File: src/rtl/sccb_write_arbiter.sv
`timescale 1ns/1ps
// sccb_write_arbiter
// Shares the single SCCB register-write path between the ROM init sequencer
// (port 0) and the runtime tuning logic (port 1). Each grant becomes a two-byte
// store (address, value), a send strobe and a wait for the controller to finish.
// Optional build macro: SCCB_ARB_TIMEOUT_EN adds a WAIT_DONE watchdog of
// TIMEOUT_CYCLES cycles; without it the arbiter waits indefinitely.
module sccb_write_arbiter #(
    parameter int TIMEOUT_CYCLES = 1000000,
    parameter int DATA_W         = 8
) (
    input  logic              sys_clk,
    input  logic              sys_rst_n,
    input  logic              req0_i,
    input  logic              req1_i,
    input  logic [DATA_W-1:0] addr0_i,
    input  logic [DATA_W-1:0] addr1_i,
    input  logic [DATA_W-1:0] val0_i,
    input  logic [DATA_W-1:0] val1_i,
    output logic              gnt0_o,
    output logic              gnt1_o,
    output logic              done0_o,
    output logic              done1_o,
    output logic              err0_o,
    output logic              err1_o,
    output logic [DATA_W-1:0] data_o,
    output logic              store_data_o,
    output logic              send_data_o,
    input  logic              device_rdy_i,
    input  logic              error_i,
    output logic              busy_o,
    output logic              last_err_o
);

    typedef enum logic [2:0] {
        ST_IDLE,
        ST_LOAD_ADDR,
        ST_LOAD_VAL,
        ST_STORE_END,
        ST_SEND,
        ST_SEND_END,
        ST_WAIT_DONE
    } state_t;

    state_t            state;
    logic              rr_ptr;     // port preferred when both request
    logic              port_sel;   // port owning the write in flight
    logic [DATA_W-1:0] val_q;      // captured register value
    logic              seen_busy;  // controller has dropped ready since SEND

    logic              win_vld;
    logic              win_port;
    logic [DATA_W-1:0] win_addr;
    logic [DATA_W-1:0] win_val;
    logic              pulse_q;
    logic              tmo_hit;

    // Arbitration: single requester wins outright, contention uses the pointer
    always_comb begin
        win_vld  = req0_i | req1_i;
        win_port = (req0_i & req1_i) ? rr_ptr : req1_i;
        win_addr = win_port ? addr1_i : addr0_i;
        win_val  = win_port ? val1_i  : val0_i;
        // The cycle that carries done/err is a settling cycle: no new grant,
        // so the finishing requester sees its result before re-arbitration.
        pulse_q  = done0_o | done1_o | err0_o | err1_o;
    end

`ifdef SCCB_ARB_TIMEOUT_EN
    localparam int TMO_W = $clog2(TIMEOUT_CYCLES + 1);

    logic [TMO_W-1:0] tmo_cnt;

    // Watchdog: cleared on the way into WAIT_DONE, counts while waiting there
    always_ff @(posedge sys_clk or negedge sys_rst_n) begin
        if (!sys_rst_n) begin
            tmo_cnt <= '0;
        end else if (state == ST_SEND_END) begin
            tmo_cnt <= '0;
        end else if (state == ST_WAIT_DONE) begin
            tmo_cnt <= tmo_cnt + 1'b1;
        end
    end

    // Fires on the edge that brings the count to TIMEOUT_CYCLES
    always_comb begin
        tmo_hit = (state == ST_WAIT_DONE) &&
                  (tmo_cnt == TMO_W'(TIMEOUT_CYCLES - 1));
    end
`else
    // No watchdog: WAIT_DONE only ends on error or completion
    always_comb begin
        tmo_hit = 1'b0;
    end
`endif

    // Write sequencer with registered command and status outputs
    always_ff @(posedge sys_clk or negedge sys_rst_n) begin
        if (!sys_rst_n) begin
            state        <= ST_IDLE;
            rr_ptr       <= 1'b0;
            port_sel     <= 1'b0;
            val_q        <= '0;
            seen_busy    <= 1'b0;
            gnt0_o       <= 1'b0;
            gnt1_o       <= 1'b0;
            done0_o      <= 1'b0;
            done1_o      <= 1'b0;
            err0_o       <= 1'b0;
            err1_o       <= 1'b0;
            data_o       <= '0;
            store_data_o <= 1'b0;
            send_data_o  <= 1'b0;
            busy_o       <= 1'b0;
            last_err_o   <= 1'b0;
        end else begin
            gnt0_o  <= 1'b0;
            gnt1_o  <= 1'b0;
            done0_o <= 1'b0;
            done1_o <= 1'b0;
            err0_o  <= 1'b0;
            err1_o  <= 1'b0;

            case (state)
                ST_IDLE: begin
                    if (win_vld && !pulse_q) begin
                        port_sel     <= win_port;
                        rr_ptr       <= ~win_port;
                        val_q        <= win_val;
                        data_o       <= win_addr;
                        store_data_o <= 1'b1;
                        busy_o       <= 1'b1;
                        gnt0_o       <= ~win_port;
                        gnt1_o       <= win_port;
                        state        <= ST_LOAD_ADDR;
                    end
                end
                ST_LOAD_ADDR: begin
                    data_o <= val_q;
                    state  <= ST_LOAD_VAL;
                end
                ST_LOAD_VAL: begin
                    store_data_o <= 1'b0;
                    state        <= ST_STORE_END;
                end
                ST_STORE_END: begin
                    send_data_o <= 1'b1;
                    state       <= ST_SEND;
                end
                ST_SEND: begin
                    send_data_o <= 1'b0;
                    seen_busy   <= 1'b0;
                    state       <= ST_SEND_END;
                end
                ST_SEND_END: begin
                    state <= ST_WAIT_DONE;
                end
                ST_WAIT_DONE: begin
                    if (error_i) begin
                        err0_o     <= ~port_sel;
                        err1_o     <= port_sel;
                        last_err_o <= 1'b1;
                        busy_o     <= 1'b0;
                        state      <= ST_IDLE;
                    end else if (device_rdy_i && seen_busy) begin
                        done0_o    <= ~port_sel;
                        done1_o    <= port_sel;
                        last_err_o <= 1'b0;
                        busy_o     <= 1'b0;
                        state      <= ST_IDLE;
                    end else if (tmo_hit) begin
                        err0_o     <= ~port_sel;
                        err1_o     <= port_sel;
                        last_err_o <= 1'b1;
                        busy_o     <= 1'b0;
                        state      <= ST_IDLE;
                    end else if (!device_rdy_i) begin
                        seen_busy <= 1'b1;
                    end
                end
                default: begin
                    busy_o <= 1'b0;
                    state  <= ST_IDLE;
                end
            endcase
        end
    end

endmodule
File: config.mk
export PLATFORM = sky130hd
export DESIGN_NAME = sccb_write_arbiter
export DESIGN_NICKNAME = d
export VERILOG_FILES = /design/src/rtl/sccb_write_arbiter.sv
export SDC_FILE = /design/constraint.sdc
export NUM_CORES = 1
export LEC_CHECK = 0
export ABC_CLOCK_PERIOD_IN_PS = 5700
export BUFFER_PORTS_ARGS = -buffer_cell sky130_fd_sc_hd__buf_2
export CAP_MARGIN = 20
export CORE_ASPECT_RATIO = 0.9
export CORE_UTILIZATION = 35
export CTS_CLUSTER_DIAMETER = 40
export DETAILED_ROUTE_END_ITERATION = 10
export GPL_ROUTABILITY_DRIVEN = 0
export HOLD_SLACK_MARGIN = 0.1
export PLACE_DENSITY = 0.62
export SYNTH_ARGS = -nofsm -noshare
export SYNTH_HDL_FRONTEND = slang
export SYNTH_SLANG_ARGS = --single-unit
File: constraint.sdc
create_clock -name sys_clk -period 5.7 [get_ports sys_clk]
set_clock_uncertainty 0.2 [all_clocks]
set_input_delay 0 -clock sys_clk [delete_from_list [all_inputs] [get_ports sys_clk]]
set_output_delay 0 -clock sys_clk [all_outputs]
set_load 0.05 [all_outputs]
==> results of run 1 <==
==> layer usage <==
layer,up-vias,global-route usage (%)
li1,766,-
met1,750,24.5
met2,40,31.0
met3,7,3.68
met4,0,8.82
met5,-,0
==> through the flow <==
step / cells / util, % / hold slack (ps) / area (um2) / power (mW)
finish: 315 / 56.7 / 87.9 / 2370 / 1.24
global route: 315 / 56.7 / 126 / 2370 / 1.32
CTS: 315 / 56.7 / 106 / 2370 / 1.23
detailed placement: 266 / 44.8 / -110 / 1870 / 0.977
global placement: 266 / 44.8 / -114 / 1870 / 0.967
floorplan: 161 / - / -496 / 1570 / 0.858
==> registers in the layout, summed over array words and instances (netlist names) <==
name	flops
busy_o	1
data_o	8
done0_o	1
done1_o	1
err0_o	1
err1_o	1
gnt0_o	1
gnt1_o	1
last_err_o	1
port_sel	1
rr_ptr	1
seen_busy	1
send_data_o	1
state	3
store_data_o	1
val_q	8
==> synth_stat cells, types with 3 or more instances <==
cell / number / area [um2]
dfrtp_1: 32 / 801
nand2_1: 20 / 75.1
nor2_1: 19 / 71.3
a21oi_1: 9 / 45.0
a31oi_1: 9 / 56.3
clkbuf_1: 8 / 30.0
inv_1: 7 / 26.3
a222oi_1: 6 / 60.1
mux2i_1: 6 / 60.1
nor2b_1: 6 / 37.5
o21ai_1: 6 / 30.0
a211oi_1: 3 / 22.5
nand3_1: 3 / 15.0
==> worst min path at each step <==
stage / from / end / slack, ps
after floorplan: sys_rst_n / busy_o / -500
final: req1_i / gnt0_o / 90
after global routing: req1_i / gnt0_o / 130
after detailed placement: sys_rst_n / val_q[6] / -110
after CTS: req1_i / gnt0_o / 110
after global placement: sys_rst_n / val_q[3] / -110
==> cells by family after synthesis <==
kind of cell,after synthesis,synth area share [%]
AND/OR/NAND/NOR,62,20.8
AO/OA/AOI/OAI,42,18.5
flip-flops,32,50.9
buffers and inverters,18,5.25
multiplexers,7,4.53
==> cell type report <==
cell class                      instances  area [um2]  area share (%)
Inverter                                7        26.3            1.11
Timing Repair Buffer                   98         703            29.6
Multi-Input combinational cell        111         689            29.1
Clock buffer                            6        72.6            3.06
Sequential cell                        32         801            33.8
Tap cell                               60        75.1            3.16
Clock inverter                          1        5.00           0.211
==> where the power goes <==
| part | internal [mW] | leakage [nW] | switching (mW) |
|---|---|---|---|
| Combinational | 0.269 | 0.688 | 0.380 |
| Sequential | 0.325 | 0.384 | 0.101 |
| Clock | 0.0829 | 0.0410 | 0.0816 |
| Total | 0.678 | 1.11 | 0.563 |
==> worst max-delay path, stage by stage (launching register included) <==
cell           delay, ps
dfrtp_1              500
or2_2                480
nor4_4               830
a31oi_1              170
o311ai_0             120
dlygate4sd3_1        600
==> results.md, run 1 <==
- Syn Nets: 199
- Worst setup path class: reg -> reg
- Met3 wire length: 200 um
- Min-Delay Path Depth: 4
- VDD IR-drop max: 299 uV
- Core area: 0.00418 mm2
- Avg Vias per Cell: 4.96
- Worst r2r src: state[1]
- Crit path DAT: 3010 ps
- Largest net degree at the start of global routing: 33
- Post-DRT Antenna Nets: 0
- Post-detail-place hpwl: 2.62 mm
- Post-layout min period: 2990 ps
- HP Class: in -> reg
- Clock tree buffer depth: 2
- Post-CTS Setup Inserts: 0
- R2r endpoint: data_o[7]
- Slew margin rel.: 30.9%
- Via count: 1,563
- Slew Viols, Final: 0
- Layout net count: 293
- CTS clk-pin slew, worst paths: 70 ps
- Worst Max-Slew Pin Slew: 1040 ps
- Crit path to: data_o[7]
- Starting Density: 37.6%
- Cells on worst reg2reg path: 5
- Cts-stage hold buffer count: 42
- Worst Setup Start Kind: flop
- # diodes: 0
- RSZ-0062 raised after global routing: no
- Hold Vio Cnt, Final: 0
- CTS tree: done
- Clk sink count: 32
- Post-synthesis sequential area ratio: 50.9%
- Total track usage: 19.1%
- Tcrit/Tclk final: 52.4%
- Chip Height: 65.6 um
- Top-level I/O count: 56
- CTS root buf: clkbuf_8
- Most common cell after layout, fill and taps aside: buf_2
- YS warnings: 0
- Vias in the first global route: 1,486
- Routed wire length: 4.19 mm
- Worst-skew pair later-pin latency: 290 ps
- # fillers: 410
- Post-CTS Resized: 0
- Post-Synthesis Cells: 161
- Distinct cell type count after synthesis: 35
- Most frequent cells in the layout: 55 x buf_2, 42 x dlygate4sd3_1, 32 x dfrtp_1
- Post-Syn Area: 0.00157 mm2
- Die area: 0.00477 mm2
- Rows: 22
- Syn Area/Cell: 9.77 um2
- Synth Flop Type: dfrtp_1
- Initial antenna violation count: 0
- Setup WS pre-CTS: 3300 ps
- Post-synth ARST share: 100%
- Setup TNS: 0 ps
- Total gr overflow: 0
- Lkg Pwr: 1.11 nW
- Flop and latch count out of synthesis: 32
- Initial DRC count: 135
- Final setup margin: 2710 ps
- Cts bufs inserted: 5
- Pwr dens: 523 mW/mm2
- Die width: 72.7 um
- Register-to-register setup slack: 2710 ps
- Element type at the critical path end: flop
- Port-buffer cells: 55
- Status: finished clean
- Fraction of layout cells with a size suffix above 1: 28.2%
- Number of flops mapped to enable cells by yosys: 0
- Final setup fails: 0
- Total of max-cap violations: 0
- CP max FO: 19
- Met2 routed WL: 2.07 mm
- Required time worst endpoint: 5720 ps
- Top layer in use: met4
- Synthesis-to-layout area growth: 50.8%
- Drt wl/cell: 13.3 um
- Drt first pass iters: 4
- First-pass GRT wire length: 6.78 mm
- CTS H-tree lvls: 2
- Met1 WL: 1.84 mm
- Crit. Startpoint: state[1]
- Post-route DRC: 0
- FMAX: 335 MHz
No activity file was read; power rests on OpenSTA's default activity.
==> inputs of run 2 (changes only) <==
Settings changed: ABC_AREA set to 1, ABC_CLOCK_PERIOD_IN_PS 5700 to 2950, PLACE_DENSITY 0.62 to 0.61.
Clock period 5.7 ns to 2.95 ns, I/O delays scaled along.
==> run 2 against run 1 <==
  * Routed wire length decreased by 1.0%
  * Via count increased by 8.6%
  * Synthesized cell count increased by 43%
  * Worst hold slack improved by 7.1 ps
  * Non-clock buffer count increased by 3
  * Highest routed layer unchanged
  * Critical path depth increased by 5
  * Sequential share of layout area decreased by 2.5 points
  * Core utilization decreased by 1.1 points
  * Cell count increased by 25%
  * Fmax increased by 15%
==> results.md, run 2 <==
- Status: finished clean
- Post-route DRC: 0
- CP max-delay cell: dlygate4sd3_1
- Vias in the first global route: 1,622
- Core area: 0.00460 mm2
- HP Class: in -> async
- Worst r2r src: rr_ptr
- FMAX: 386 MHz
- Top-level I/O count: 56
- Clk sink count: 32
- Pwr dens: 915 mW/mm2
- Distinct cell type count after synthesis: 19
- Delay-heaviest family, CP: buffers and inverters
- Slew Viols, Final: 0
- CP most frequent cell: nand2_1
- CTS tree: done
- Total track usage: 17.7%
- Starting Density: 37.5%
- Crit path DAT: 2550 ps
- Post-detail-place hpwl: 2.71 mm
- Drt first pass iters: 4
- Post-synthesis sequential area ratio: 46.4%
- Layout net count: 370
- Hold Vio Cnt, Final: 0
- Clock tree buffer depth: 2
- Initial DRC count: 102
- Slew margin rel.: 53.7%
- Avg Vias per Cell: 4.30
- Initial antenna violation count: 0
- First-pass GRT wire length: 7.11 mm
- Final setup fails: 0
- Syn Nets: 268
- Via count: 1,698
- CTS clk-pin slew, worst paths: 70 ps
- Total gr overflow: 0
- Post-Syn Area: 0.00173 mm2
- Cts bufs inserted: 5
- Die area: 0.00522 mm2
- Synthesis-to-layout area growth: 48.4%
- Worst setup path class: reg -> reg
- Post-Synthesis Cells: 230
- Yosys top cell area share: 46.4%
- Routed wire length: 4.15 mm
- Worst Setup Start Kind: flop
- Post-DRT Antenna Nets: 0
- CTS H-tree lvls: 2
- Cells along the critical path: inv_1, nand2_2, nand2_4, inv_2, nand2_1, nand2_1, dlygate4sd3_1, nand2_1, dlygate4sd3_1, nand3_1
- Most common cell after layout, fill and taps aside: nand2_1
- Final Total Pwr: 2.34 mW
- Post-CTS Resized: 0
- Worst Max-Slew Pin Slew: 694 ps
- Tcrit/Tclk final: 87.8%
- Most frequent cell after synthesis: nand2_1
- Synth Flop Type: dfrtp_1
- Required time worst endpoint: 2910 ps
- Fraction of layout cells with a size suffix above 1: 25.2%
- CP max FO: 18
- Die width: 76.0 um
- Post-synth ARST share: 100%
- Chip Height: 68.6 um
- Element type at the critical path end: flop
- Worst-skew pair later-pin latency: 290 ps
- VDD IR-drop max: 377 uV
- YS warnings: 0
- Slowest stage delay, CP: 550 ps
- Setup TNS: 0 ps
- Port-buffer cells: 55
- Crit. Startpoint: rr_ptr
- Top Registers: data_o (8), val_q (8), state (3)
- Number of flops mapped to enable cells by yosys: 0
- Lkg Pwr: 1.45 nW
- Most frequent cells in the layout: 111 x nand2_1, 55 x buf_2, 46 x dlygate4sd3_1
- Top post-synthesis cells by count: 111 x nand2_1, 32 x dfrtp_1, 21 x inv_1
- Post-layout min period: 2590 ps
- Flop and latch count out of synthesis: 32
- # diodes: 0
- Total of max-cap violations: 0
- Rows: 23
- Largest net degree at the start of global routing: 33
- Syn Area/Cell: 7.50 um2
- Drt wl/cell: 10.5 um
- Post-synth top area cell: dfrtp_1
- Ranking of synthesized cells by area: dfrtp_1 46%, nand2_1 24%, nand3_1 5.2%
- CTS root buf: clkbuf_8
- RSZ-0062 raised after global routing: no
- Worst Path Buf+Inv: 4
## run 2: cell types whose count changed after synthesis, moves of 6 or more
cell,previous run,this run
clkbuf_1,8,0
a31oi_1,9,0
o21ai_1,6,0
inv_1,7,21
a21oi_1,9,1
inv_2,0,6
nand2_1,20,111
mux2i_1,6,0
nand3_1,3,18
nor2_1,19,10
nor2b_1,6,0
a222oi_1,6,0
## run 2: metrics by stage
stage	instance area, um2	instances	utilization [%]	worst slack [ps]	hold WS [ps]
after floorplan	1730	230	-	1330	-496
after global placement	2010	341	43.7	1380	-112
after detailed placement	2010	341	43.7	1330	-103
after CTS	2560	395	55.6	367	118
after global routing	2560	395	55.6	149	167
final	2560	395	55.6	359	95.0
## run 2: kinds of logic after synthesis
kind of cell,after synthesis,synth area share [%]
simple gates,155,40.6
buf+inv,35,10.5
flops,32,46.4
compound gates,8,2.47
## run 2: final timing paths
check	to	slack [ps]	cells after the start
min in group sys_clk	state[0]	110	7
worst min register to register	err0_o	260	1
worst max-delay path	data_o[0]	360	10
max in group asynchronous	val_q[0]	2010	2
worst min-delay path	state[0]	90	2
worst max register to register	data_o[0]	360	10
## run 2: worst reg2reg max path, delay by kind of cell (launching register included)
| kind | cells | cell delay, ps |
|---|---|---|
| buffers and inverters | 4 | 1310 |
| and+or+nand+nor | 6 | 600 |
| DFF | 1 | 350 |
## run 2: area by class of cell
| cell class | instances | area, um2 |
|---|---|---|
| Fill cell | 450 | 2040 |
| Sequential cell | 32 | 801 |
| Multi-Input combinational cell | 163 | 743 |
| Timing Repair Buffer | 101 | 736 |
| Inverter | 29 | 114 |
| Clock buffer | 8 | 90.1 |
| Tap cell | 62 | 77.6 |
## run 2: routing by layer
metal  vias to the layer above  track usage, %  wire length [um]
met1                       739            21.1              1970
met2                        56            31.3              1880
met5                         -               0                 0
met4                         0            7.45                70
li1                        896               -                 -
met3                         7            4.34               222
## run 2: where the power goes
group | leakage (nW) | internal (mW) | total (mW) | switching [mW]
clock network | 0.0455 | 0.190 | 0.343 | 0.153
registers | 0.400 | 0.624 | 0.735 | 0.111
logic | 1.00 | 0.426 | 1.26 | 0.839
## run 2: repair_timing
item	in CTS	in global routing
buffers inserted	0	0
endpoints found under the hold margin	62	0
hold buffers	46	0
